### config.mk
export PLATFORM = sky130hd
export DESIGN_NAME = bus_periph_responder_flat
export DESIGN_NICKNAME = d
export VERILOG_FILES = /design/src/rtl/bus_periph_responder_if.sv /design/src/rtl/bus_periph_responder.sv /design/src/flat_wrapper.sv
export SDC_FILE = /design/constraint.sdc
export NUM_CORES = 1
export LEC_CHECK = 0
export BUFFER_PORTS_ARGS = -buffer_cell sky130_fd_sc_hd__buf_4
export CAP_MARGIN = 20
export CORE_MARGIN = 2
export CORE_UTILIZATION = 64
export CTS_BUF_LIST = sky130_fd_sc_hd__clkbuf_4 sky130_fd_sc_hd__clkbuf_8
export DETAILED_ROUTE_END_ITERATION = 8
export GPL_ROUTABILITY_DRIVEN = 1
export PLACE_DENSITY = 0.87
export SYNTH_ARGS = -nofsm -noshare
export SYNTH_HDL_FRONTEND = slang
export SYNTH_SLANG_ARGS = --single-unit
export TNS_END_PERCENT = 50
### constraint.sdc
create_clock -name CLK -period 12.01 [get_ports CLK]
set_input_delay 1.8015 -clock CLK [delete_from_list [all_inputs] [get_ports CLK]]
set_output_delay 1.8015 -clock CLK [all_outputs]
set_load 0.01 [all_outputs]
### src/rtl/bus_periph_responder_if.sv
// ---------------------------------------------------------------------------
// bus_periph_responder_if
// Bundles the CPU external data bus, the TX byte stream and the interrupt
// line of bus_periph_responder.
//   ADDR[31:0], Data_BUS_WRITE[31:0], CS, WR_RD : CPU -> responder
//   Data_BUS_READ[31:0]                         : responder -> CPU (registered)
//   TX_DATA[7:0], TX_VALID                      : responder -> sink
//   TX_READY                                    : sink -> responder
//   IRQ                                         : responder -> CPU (level)
// Modports: master = CPU/sink side, slave = responder side.
// ---------------------------------------------------------------------------
interface bus_periph_responder_if;
   logic [31:0] ADDR;
   logic [31:0] Data_BUS_WRITE;
   logic        CS;
   logic        WR_RD;
   logic [31:0] Data_BUS_READ;
   logic [7:0]  TX_DATA;
   logic        TX_VALID;
   logic        TX_READY;
   logic        IRQ;

   modport master (
      output ADDR, Data_BUS_WRITE, CS, WR_RD, TX_READY,
      input  Data_BUS_READ, TX_DATA, TX_VALID, IRQ
   );

   modport slave (
      input  ADDR, Data_BUS_WRITE, CS, WR_RD, TX_READY,
      output Data_BUS_READ, TX_DATA, TX_VALID, IRQ
   );
endinterface

### src/rtl/bus_periph_responder.sv
// ---------------------------------------------------------------------------
// bus_periph_responder
// Memory-mapped responder on the CPU external data bus. Decodes a 32-byte
// window at BASE_ADDR holding CTRL, STATUS, TIMER, COMPARE, TXDATA (TX FIFO
// push) and SCRATCH. The TX FIFO drains over a valid/ready byte stream and
// the timer raises a level interrupt on TIMER==COMPARE.
// Ports:
//   CLK  : system clock, rising edge
//   RST  : asynchronous, active-high reset
//   bus  : bus_periph_responder_if.slave (CPU bus, TX stream, IRQ)
// Parameters:
//   BASE_ADDR  : window base, ADDR[31:5] compared against BASE_ADDR[31:5]
//   FIFO_DEPTH : TX FIFO entries, power of 2 in 2..16
// Configuration macro:
//   PERIPH_IRQ_EN : when defined, CTRL.ie / STATUS.pend / IRQ are live;
//                   otherwise IRQ is 0 and those bits read 0, ignore writes.
// ---------------------------------------------------------------------------
module bus_periph_responder #(
   parameter logic [31:0] BASE_ADDR  = 32'h0000_2000,
   parameter int unsigned FIFO_DEPTH = 8
) (
   input logic                    CLK,
   input logic                    RST,
   bus_periph_responder_if.slave  bus
);

   localparam int unsigned      PTR_W    = $clog2(FIFO_DEPTH);
   localparam int unsigned      CNT_W    = PTR_W + 1;
   localparam logic [CNT_W-1:0] CNT_FULL = CNT_W'(FIFO_DEPTH);

   typedef enum logic [2:0] {
      OFF_CTRL    = 3'd0,
      OFF_STATUS  = 3'd1,
      OFF_TIMER   = 3'd2,
      OFF_COMPARE = 3'd3,
      OFF_TXDATA  = 3'd4,
      OFF_SCRATCH = 3'd5,
      OFF_RSVD6   = 3'd6,
      OFF_RSVD7   = 3'd7
   } offset_e;

   // Decode
   offset_e     off;
   logic        sel, wr, rd;
   logic [31:0] wdata;
   logic        unused_addr_lsb;

   assign sel             = bus.CS && (bus.ADDR[31:5] == BASE_ADDR[31:5]);
   assign wr              = sel && bus.WR_RD;
   assign rd              = sel && !bus.WR_RD;
   assign off             = offset_e'(bus.ADDR[4:2]);
   assign wdata           = bus.Data_BUS_WRITE;
   assign unused_addr_lsb = ^bus.ADDR[1:0];

   // State
   logic                        ten_q, ten_d;
   logic                        ie_q, ie_d;
   logic                        pend_q, pend_d;
   logic                        ovf_q, ovf_d;
   logic [31:0]                 timer_q, timer_d;
   logic [31:0]                 compare_q, compare_d;
   logic [31:0]                 scratch_q, scratch_d;
   logic [31:0]                 rdata_q, rdata_d;
   logic [FIFO_DEPTH-1:0][7:0]  mem_q, mem_d;
   logic [PTR_W-1:0]            wr_ptr_q, wr_ptr_d;
   logic [PTR_W-1:0]            rd_ptr_q, rd_ptr_d;
   logic [CNT_W-1:0]            count_q, count_d;
   logic                        tx_valid_q, tx_valid_d;
   logic [7:0]                  tx_data_q, tx_data_d;
   logic                        irq_q, irq_d;

   // Combinational helpers
   logic        pend_set, pop, push, push_ok, full, flush;
   logic [31:0] status_w;

   always_comb begin
      ten_d     = ten_q;
      ie_d      = ie_q;
      pend_d    = pend_q;
      ovf_d     = ovf_q;
      timer_d   = timer_q;
      compare_d = compare_q;
      scratch_d = scratch_q;
      rdata_d   = rdata_q;
      mem_d     = mem_q;
      wr_ptr_d  = wr_ptr_q;
      rd_ptr_d  = rd_ptr_q;
      count_d   = count_q;
      push_ok   = 1'b0;

      pend_set = ten_q && (timer_q == compare_q);
      pop      = tx_valid_q && bus.TX_READY;
      push     = wr && (off == OFF_TXDATA);
      full     = (count_q == CNT_FULL);
      flush    = wr && (off == OFF_CTRL) && wdata[2];

      // STATUS view of pre-edge state
      status_w      = '0;
      status_w[0]   = (count_q == '0);
      status_w[1]   = full;
      status_w[2]   = pend_q;
      status_w[3]   = ovf_q;
      status_w[8:4] = 5'(count_q);

      // Timer: wrap to 0 on compare match instead of incrementing
      if (ten_q) begin
         timer_d = pend_set ? '0 : timer_q + 32'd1;
      end

      // CPU writes; a TIMER write overrides the increment/wrap above
      if (wr) begin
         case (off)
            OFF_CTRL: begin
               ten_d = wdata[0];
`ifdef PERIPH_IRQ_EN
               ie_d  = wdata[1];
`endif
            end
            OFF_STATUS: begin
`ifdef PERIPH_IRQ_EN
               if (wdata[2]) pend_d = 1'b0;
`endif
               if (wdata[3]) ovf_d = 1'b0;
            end
            OFF_TIMER:   timer_d   = wdata;
            OFF_COMPARE: compare_d = wdata;
            OFF_SCRATCH: scratch_d = wdata;
            default: ;
         endcase
      end

`ifdef PERIPH_IRQ_EN
      // Set after the write-1-clear so a same-cycle match wins
      if (pend_set) pend_d = 1'b1;
`endif

      // TX FIFO; flush overrides push and pop
      if (flush) begin
         wr_ptr_d = '0;
         rd_ptr_d = '0;
         count_d  = '0;
      end else begin
         // A full FIFO still accepts a push when the head leaves this cycle
         push_ok = push && (!full || pop);
         if (push && full && !pop) ovf_d = 1'b1;
         if (push_ok) begin
            mem_d[wr_ptr_q] = wdata[7:0];
            wr_ptr_d        = wr_ptr_q + PTR_W'(1);
         end
         if (pop) rd_ptr_d = rd_ptr_q + PTR_W'(1);
         if (push_ok && !pop) begin
            count_d = count_q + CNT_W'(1);
         end else if (!push_ok && pop) begin
            count_d = count_q - CNT_W'(1);
         end
      end

      // Stream outputs registered from next FIFO state
      tx_valid_d = (count_d != '0);
      tx_data_d  = mem_d[rd_ptr_d];

`ifdef PERIPH_IRQ_EN
      irq_d = pend_d && ie_d;
`else
      irq_d = 1'b0;
`endif

      // Read data changes only on a read cycle
      if (rd) begin
         case (off)
            OFF_CTRL:    rdata_d = {30'd0, ie_q, ten_q};
            OFF_STATUS:  rdata_d = status_w;
            OFF_TIMER:   rdata_d = timer_q;
            OFF_COMPARE: rdata_d = compare_q;
            OFF_SCRATCH: rdata_d = scratch_q;
            default:     rdata_d = '0;
         endcase
      end
   end

   always_ff @(posedge CLK or posedge RST) begin
      if (RST) begin
         ten_q      <= 1'b0;
         ie_q       <= 1'b0;
         pend_q     <= 1'b0;
         ovf_q      <= 1'b0;
         timer_q    <= '0;
         compare_q  <= '1;
         scratch_q  <= '0;
         rdata_q    <= '0;
         mem_q      <= '0;
         wr_ptr_q   <= '0;
         rd_ptr_q   <= '0;
         count_q    <= '0;
         tx_valid_q <= 1'b0;
         tx_data_q  <= '0;
         irq_q      <= 1'b0;
      end else begin
         ten_q      <= ten_d;
         ie_q       <= ie_d;
         pend_q     <= pend_d;
         ovf_q      <= ovf_d;
         timer_q    <= timer_d;
         compare_q  <= compare_d;
         scratch_q  <= scratch_d;
         rdata_q    <= rdata_d;
         mem_q      <= mem_d;
         wr_ptr_q   <= wr_ptr_d;
         rd_ptr_q   <= rd_ptr_d;
         count_q    <= count_d;
         tx_valid_q <= tx_valid_d;
         tx_data_q  <= tx_data_d;
         irq_q      <= irq_d;
      end
   end

   assign bus.Data_BUS_READ = rdata_q;
   assign bus.TX_VALID      = tx_valid_q;
   assign bus.TX_DATA       = tx_data_q;
   assign bus.IRQ           = irq_q;

endmodule

### src/flat_wrapper.sv
// flat-port wrapper written by rule: the top's interface ports become plain ports
module bus_periph_responder_flat 
#(
   parameter logic [31:0] BASE_ADDR  = 32'h0000_2000,
   parameter int unsigned FIFO_DEPTH = 8
)
  (CLK, RST, bus_ADDR, bus_Data_BUS_WRITE, bus_CS, bus_WR_RD, bus_TX_READY, bus_Data_BUS_READ, bus_TX_DATA, bus_TX_VALID, bus_IRQ);
  bus_periph_responder_if bus_i ();
  input logic CLK;
  input logic RST;
  input wire logic [$bits(bus_i.ADDR)-1:0] bus_ADDR;
  input wire logic [$bits(bus_i.Data_BUS_WRITE)-1:0] bus_Data_BUS_WRITE;
  input wire logic [$bits(bus_i.CS)-1:0] bus_CS;
  input wire logic [$bits(bus_i.WR_RD)-1:0] bus_WR_RD;
  input wire logic [$bits(bus_i.TX_READY)-1:0] bus_TX_READY;
  output wire logic [$bits(bus_i.Data_BUS_READ)-1:0] bus_Data_BUS_READ;
  output wire logic [$bits(bus_i.TX_DATA)-1:0] bus_TX_DATA;
  output wire logic [$bits(bus_i.TX_VALID)-1:0] bus_TX_VALID;
  output wire logic [$bits(bus_i.IRQ)-1:0] bus_IRQ;
  assign bus_i.ADDR = bus_ADDR;
  assign bus_i.Data_BUS_WRITE = bus_Data_BUS_WRITE;
  assign bus_i.CS = bus_CS;
  assign bus_i.WR_RD = bus_WR_RD;
  assign bus_i.TX_READY = bus_TX_READY;
  assign bus_Data_BUS_READ = bus_i.Data_BUS_READ;
  assign bus_TX_DATA = bus_i.TX_DATA;
  assign bus_TX_VALID = bus_i.TX_VALID;
  assign bus_IRQ = bus_i.IRQ;
  bus_periph_responder #(.BASE_ADDR(BASE_ADDR), .FIFO_DEPTH(FIFO_DEPTH)) u_core (.CLK(CLK), .RST(RST), .bus(bus_i));
endmodule
==> results of run 1 <==
[cell usage in the layout (no fill, tap or decap), drive strengths merged, types with 24 or more instances in the layout]
| cell type | Yosys | final |
|---|---|---|
| dfrtp | 181 | 181 |
| dfstp | 32 | 32 |
| mux2i | 31 | 31 |
| a21oi | 24 | 24 |
| clkbuf | 54 | 63 |
| xnor2 | 50 | 50 |
| a22o | 33 | 33 |
| mux2 | 131 | 131 |
| o21ai | 37 | 37 |
| nand4 | 29 | 29 |
| o31ai | 30 | 30 |
| o221ai | 24 | 24 |
| buf | 12 | 120 |
| nand2 | 89 | 89 |
| nor2 | 52 | 52 |
[through the flow]
stage	worst slack, ns	std cells	hold slack [ns]	power, mW	utilization, %
after floorplan	4.44	991	0.455	1.03	-
after global placement	7.31	1263	0.467	1.13	71.2
after detailed placement	7.26	1263	0.474	1.14	71.2
after CTS	7.82	1328	0.487	1.81	75.8
after global routing	7.75	1329	0.502	1.88	75.9
final	7.74	1329	0.480	1.81	75.9
[worst min path at each step]
stage                                  endpoint  slack, ns  cells after the start
CTS                 u_core.bus.Data_BUS_READ[4]       0.49                      2
finish              u_core.bus.Data_BUS_READ[4]       0.48                      2
global route                   u_core.mem_q[58]       0.50                      1
detailed placement  u_core.bus.Data_BUS_READ[4]       0.47                      2
global placement    u_core.bus.Data_BUS_READ[4]       0.47                      2
floorplan                      u_core.mem_q[58]       0.46                      1
[sequential cells by signal, summed over array words and instances, names as in the netlist]
register,count
u_core.wr_ptr_q,3
u_core.ovf_q,1
u_core.bus.TX_DATA,8
u_core.count_q,4
u_core.rd_ptr_q,3
u_core.bus.Data_BUS_READ,32
u_core.mem_q,64
u_core.timer_q,32
u_core.compare_q,32
u_core.scratch_q,32
u_core.ten_q,1
u_core.bus.TX_VALID,1
[critical path, cell delays in order]
cell and delay [ns]:
buf_4 0.12, nor4_4 0.36, nand4_4 0.22, or4_1 0.56, or4_1 0.75, mux2_4 0.41
a21oi_2 0.24, nand4_1 0.17
[metal layers]
metal | share of wire [%] | wire [µm] | GRT usage, % | vias to the layer above
met5 | 0 | 0 | 0 | -
met4 | 2.4 | 636 | 10.6 | 0
met3 | 7.6 | 2050 | 7.15 | 58
met2 | 46 | 12500 | 46.4 | 365
met1 | 44 | 11700 | 41.0 | 4273
li1 | - | - | - | 3774
[cell families after synthesis]
| group | count (synthesis) | share of synthesized area, % |
|---|---|---|
| AO/OA/AOI/OAI | 176 | 11.6 |
| XOR/XNOR | 70 | 5.56 |
| adder cells (fa/ha/maj) | 6 | 0.681 |
| buffers and inverters | 80 | 3.36 |
| flip-flops | 213 | 48.7 |
| multiplexers | 162 | 16.5 |
| other | 1 | 0.0340 |
| AND/OR/NAND/NOR | 283 | 13.5 |
[area by class of cell]
| class | count | share of cell area (%) |
|---|---|---|
| sequential | 213 | 42.4 |
| multi-input combinational | 698 | 41.9 |
| timing repair buffer | 120 | 7.14 |
| clock buffer | 63 | 5.91 |
| tap | 220 | 2.17 |
| inverter | 13 | 0.444 |
| clock inverter | 2 | 0.0988 |
[where the power goes]
group          switching (mW)  leakage [nW]  internal [mW]
Sequential             0.0231          2.66          0.742
Combinational           0.232          2.63          0.141
Clock                   0.284         0.408          0.389
==> summary.txt, run 1 <==
Finish
  – Final net count: 1158
  – Design area: 12700 µm²
  – Fillers: 1097
  – Multi-input combinational cell area: 5300 µm²
  – Antenna diode count: 0
  – Share of cells above drive strength 1: 33.9%
  – Area Growth Syn to Fin: 15.0%
  – Register area: 5370 µm²

Critical path
  – Setup crit start kind: primary input
  – Crit path capture: u_core.bus.TX_DATA[1]
  – Crit path launch: bus_ADDR[15]
  – RR Startpoint: u_core.count_q[0]
  – R2R cell count: 9
  – Crit Path Category: in -> reg
  – Worst setup EP type: register
  – Worst Path Max Fanout: 9
  – Critical Path RT: 12.38 ns
  – R2r endpoint: u_core.bus.TX_DATA[1]
  – Worst Path Arrival: 4.64 ns
  – Reg2reg setup slack: 8.72 ns

Routing
  – Post-route ant nets: 0
  – Routed vias: 8470
  – Remaining DRCs: 0
  – Drt via density: 6.37
  – Iter 0 DRT Violations: 626
  – Final wirelength: 26800 µm
  – Drt pass-1 iters: 7
  – Routed len/inst: 20.2 µm

Placement
  – Post-place instance area: 11900 µm²
  – GP Congestion: 0.860
  – Hpwl dp: 17200 µm
  – Number of port buffers: 107

Synth
  – EDFF count, synth: 0
  – Commonest cells post-synth: dfrtp_1 (181), mux2_2 (122), nand2_1 (89)
  – Syn nets: 1066
  – Sequential area share after synthesis: 48.7%
  – Cell count after synthesis: 991
  – Synth area leader: dfrtp_1
  – Primary FF master, synth: dfrtp_1
  – Synth top area share: 41.1%
  – FFs w/ async S/R, synth: 100%
  – Distinct cells, synth: 67
  – Synthesized area per cell: 11.1 µm²
  – Top post-synthesis cells by area: dfrtp_1 (41%), mux2_2 (12%), dfstp_2 (7.6%), xnor2_1 (4.0%), nand2_1 (3.0%)
  – Count leader, synth: dfrtp_1
  – Synthesized flop and latch total: 213
  – Post-synthesis cell area: 11000 µm²
  – Syn. warnings: 0

Floorplanning
  – Placement Rows: 47
  – CORE AREA: 16700 µm²
  – Starting Density: 66.0%
  – Die H: 135 µm
  – Die area: 18300 µm²
  – Top-level I/O count: 111
  – Width of the chip: 135 µm

Global route
  – Initial antenna violation count: 0
  – Grt total ovfl: 0
  – Largest net degree at the start of global routing: 146
  – Total track usage: 29.7%
  – Vias in the first global route: 8456
  – Global-route wire length before repair: 42800 µm

Run
  – Max Cap Violations: 0

Clock network
  – H-Tree Depth: 2
  – Post-CTS setup buffers: 0
  – Worst-case clock buffer depth: 3
  – TritonCTS Buffers: 37
  – Cts hold-fix bufs: 0
  – TritonCTS clock tree: built
  – Reg clk slew, reported paths: 0.06 ns
  – Clock sinks: 213
  – PostCTS Resize Cnt: 0
  – Skew-Pair Late Insertion Delay: 0.54 ns
  – Root Buffer: clkbuf_8

Timing
  – Pins Over Slew Limit: 0
  – Relative slew slack: 29.4%
  – Tcrit/Tclk final: 35.5%
  – Max Clock Freq: 0.234 GHz
  – Clock Skew: 0.0245 ns
  – Period minus WS final: 4.27 ns
  – Final Hold Violating Endpoints: 0
  – Slew @ Worst Pin: 1.05 ns
  – RSZ-0062 raised after global routing: false
  – Setup tns final: 0 ns
  – Setup Viol. Count Final: 0

Power
  – PwrDens: 143 nW/µm²
  – Peak supply drop: 101 µV
  – Leakage: 5.70 nW

Status
  – Run status: finished, final reports clean

Hold path
  – Worst Hold Class: reg -> reg
  – Min-delay src: u_core.bus.Data_BUS_READ[4]
Note: power is estimated with default switching activity, not from simulation.
==> run 2, diff against run 1 <==
--- a/config.mk
+++ b/config.mk
@@ -5,14 +5,15 @@
 export SDC_FILE = /design/constraint.sdc
 export NUM_CORES = 1
 export LEC_CHECK = 0
+export ABC_AREA = 1
 export BUFFER_PORTS_ARGS = -buffer_cell sky130_fd_sc_hd__buf_4
 export CAP_MARGIN = 20
 export CORE_MARGIN = 2
-export CORE_UTILIZATION = 64
+export CORE_UTILIZATION = 56
 export CTS_BUF_LIST = sky130_fd_sc_hd__clkbuf_4 sky130_fd_sc_hd__clkbuf_8
 export DETAILED_ROUTE_END_ITERATION = 8
 export GPL_ROUTABILITY_DRIVEN = 1
-export PLACE_DENSITY = 0.87
+export PLACE_DENSITY = 0.81
 export SYNTH_ARGS = -nofsm -noshare
 export SYNTH_HDL_FRONTEND = slang
 export SYNTH_SLANG_ARGS = --single-unit
==> constraint.sdc (replaced) <==
create_clock -name CLK -period 3.54 [get_ports CLK]
set_input_delay 0.531 -clock CLK [delete_from_list [all_inputs] [get_ports CLK]]
set_output_delay 0.531 -clock CLK [all_outputs]
set_load 0.01 [all_outputs]
==> run 2 against run 1 <==
  * Largest cell class is now multi-input gates
  * Critical path depth increased by 6
  * Global-route usage decreased by 0.66 points
  * Non-clock buffer count increased by 7
  * Synthesized area increased by 12%
  * Utilization decreased by 10 points
  * Sequential share of layout area decreased by 4.7 points
  * Register-to-register slack got worse by 7.8 ns
  * Cell count increased by 63%
  * Wire length increased by 27%
==> summary.txt, run 2 <==
Synth
  – Count leader, synth: nand2_1
  – Cell count after synthesis: 1765
  – EDFF count, synth: 0
  – Synthesized flop and latch total: 213
  – Sequential area share after synthesis: 43.5%
  – Commonest cells post-synth: nand2_1 (544), inv_1 (308), o21ai_0 (204)
  – Distinct cells, synth: 39
  – Post-synthesis cell area: 12400 µm²
  – Syn. warnings: 0
  – Syn nets: 1840
  – Synth area leader: dfrtp_1
  – Top post-synthesis cells by area: dfrtp_1 (37%), nand2_1 (17%), inv_1 (9.4%), o21ai_0 (8.3%), dfstp_2 (6.8%)
  – Synth top area share: 36.7%
  – Primary FF master, synth: dfrtp_1
  – FFs w/ async S/R, synth: 100%
  – Synthesized area per cell: 7.00 µm²

Global route
  – Initial antenna violation count: 0
  – Vias in the first global route: 11767
  – Global-route wire length before repair: 56000 µm
  – Largest net degree at the start of global routing: 68
  – Grt total ovfl: 0
  – Total track usage: 29.1%

Floorplanning
  – Top-level I/O count: 111
  – Die area: 23300 µm²
  – Die H: 153 µm
  – Starting Density: 56.8%
  – Placement Rows: 54
  – Width of the chip: 153 µm
  – CORE AREA: 21800 µm²

Timing
  – Setup tns final: 0 ns
  – Final Hold Violating Endpoints: 0
  – Hold WS: 0.0692 ns
  – Slew @ Worst Pin: 0.772 ns
  – Max Clock Freq: 0.386 GHz
  – Pins Over Slew Limit: 0
  – Clock Skew: 0.0200 ns
  – Tcrit/Tclk final: 73.1%
  – Relative slew slack: 48.4%
  – Setup Viol. Count Final: 0
  – RSZ-0062 raised after global routing: false
  – Period minus WS final: 2.59 ns

Critical path
  – Crit path launch: u_core.count_q[0]
  – Crit Path Category: reg -> reg
  – Slowest CP cell: buf_4
  – Worst Path Buf+Inv: 3
  – CP cell instances: inv_1 > ha_1 > nand3_1 > nor2_1 > inv_2 > nand4_1 > buf_4 > nand2_1 > nand2_1 > nand2_1 > nand3_1 > nand2_1 > nand2_1 > nand2_1
  – Critical Path RT: 3.94 ns
  – Worst Path Max Fanout: 49
  – RR Startpoint: u_core.count_q[0]
  – Worst setup EP type: register
  – Cell family with the largest share of critical-path delay: simple AND/OR/NAND/NOR gates
  – Worst stage delay on the critical path: 0.48 ns
  – Setup crit start kind: register
  – Worst path most repeated cell: nand2_1
  – Worst Path Arrival: 2.99 ns

Routing
  – Wl on met1: 13600 µm
  – Drt pass-1 iters: 9
  – Iter 0 DRT Violations: 930
  – Post-route ant nets: 0
  – Highest routed layer: met4
  – Met2 Routed Length: 17200 µm
  – Metal3 WL: 1820 µm
  – Remaining DRCs: 0
  – Routed vias: 11890
  – Routed len/inst: 15.8 µm
  – Drt via density: 5.50
  – Final wirelength: 34100 µm

Status
  – Run status: finished, final reports clean

Clock network
  – H-Tree Depth: 2
  – TritonCTS clock tree: built
  – Skew-Pair Late Insertion Delay: 0.55 ns
  – PostCTS Resize Cnt: 0
  – Reg clk slew, reported paths: 0.06 ns
  – Root Buffer: clkbuf_8
  – Worst-case clock buffer depth: 3
  – Post-CTS setup buffers: 0
  – Cts hold-fix bufs: 0
  – TritonCTS Buffers: 37
  – Clock sinks: 213

Finish
  – Most common cell after layout, fill and taps aside: nand2_1
  – Max reg flops: 64
  – Final net count: 1933
  – Biggest register: u_core.mem_q
  – Share of cells above drive strength 1: 14.0%
  – Antenna diode count: 0
  – Commonest non-fill, non-tap cells in the layout: nand2_1 (542), inv_1 (307), o21ai_0 (204), dfrtp_1 (181), nand3_1 (129)
  – Area Growth Syn to Fin: 15.3%

Power
  – PwrDens: 452 nW/µm²
  – Peak supply drop: 370 µV
  – Leakage: 7.61 nW

Placement
  – GP Congestion: 0.908
  – Hpwl dp: 22500 µm
  – Number of port buffers: 107

Run
  – Max Cap Violations: 0

Hold path
  – Worst Hold Class: in -> async
==> run 2: final timing paths <==
kind	endpoint	slack, ns	depth (start not counted)
worst max-delay path	u_core.bus.TX_DATA[7]	0.95	14
worst min-delay path	u_core.scratch_q[11]	0.07	2
worst max register to register	u_core.bus.TX_DATA[7]	0.95	14
worst min register to register	u_core.bus.Data_BUS_READ[27]	0.48	2
max in group asynchronous	u_core.compare_q[1]	2.51	3
min in group CLK	u_core.timer_q[22]	0.21	3
==> run 2: layout make-up <==
cell class	instances	area, µm²
multi-input cells	1157	5480
flip-flops and latches	213	5370
clock buffers	61	752
fillers	1890	7510
inverters	322	1210
repair buffers	127	1040
well taps	280	350
clock inverters	3	42.5
==> run 2: through the flow <==
stage / power [mW] / instances / util, % / instance area (µm²) / setup slack (ns)
after global placement: 4.02 / 2097 / 61.6 / 13400 / 0.829
after global routing: 6.74 / 2163 / 65.5 / 14200 / 0.846
after detailed placement: 4.02 / 2097 / 61.6 / 13400 / 0.794
after floorplan: 3.57 / 1765 / - / 12400 / 0.265
final: 6.44 / 2163 / 65.5 / 14200 / 0.951
after CTS: 6.44 / 2161 / 65.3 / 14200 / 1.01
==> run 2: routing by layer <==
layer / GRT usage, % / vias up
met3: 3.87 / 112
met1: 34.2 / 5623
met2: 52.4 / 424
met4: 14.1 / 0
met5: 0 / -
li1: - / 5731
==> run 2: logic make-up (layout without fill, tap and decap cells) <==
logic type,after synthesis,in the layout,share of synthesized area [%]
XOR/XNOR,28,28,1.98
flip-flops,213,213,43.5
multiplexers,1,1,0.0810
other,1,1,0.0304
AND/OR/NAND/NOR,851,851,29.6
adder cells (fa/ha/maj),6,6,0.608
buffers and inverters,395,513,12.3
AO/OA/AOI/OAI,270,270,12.0
==> run 2: power breakdown <==
part / total [mW] / switching (mW) / internal (mW)
Combinational: 1.42 / 0.975 / 0.442
Sequential: 2.61 / 0.0659 / 2.54
Clock: 2.41 / 1.01 / 1.41
Total: 6.44 / 2.05 / 4.39
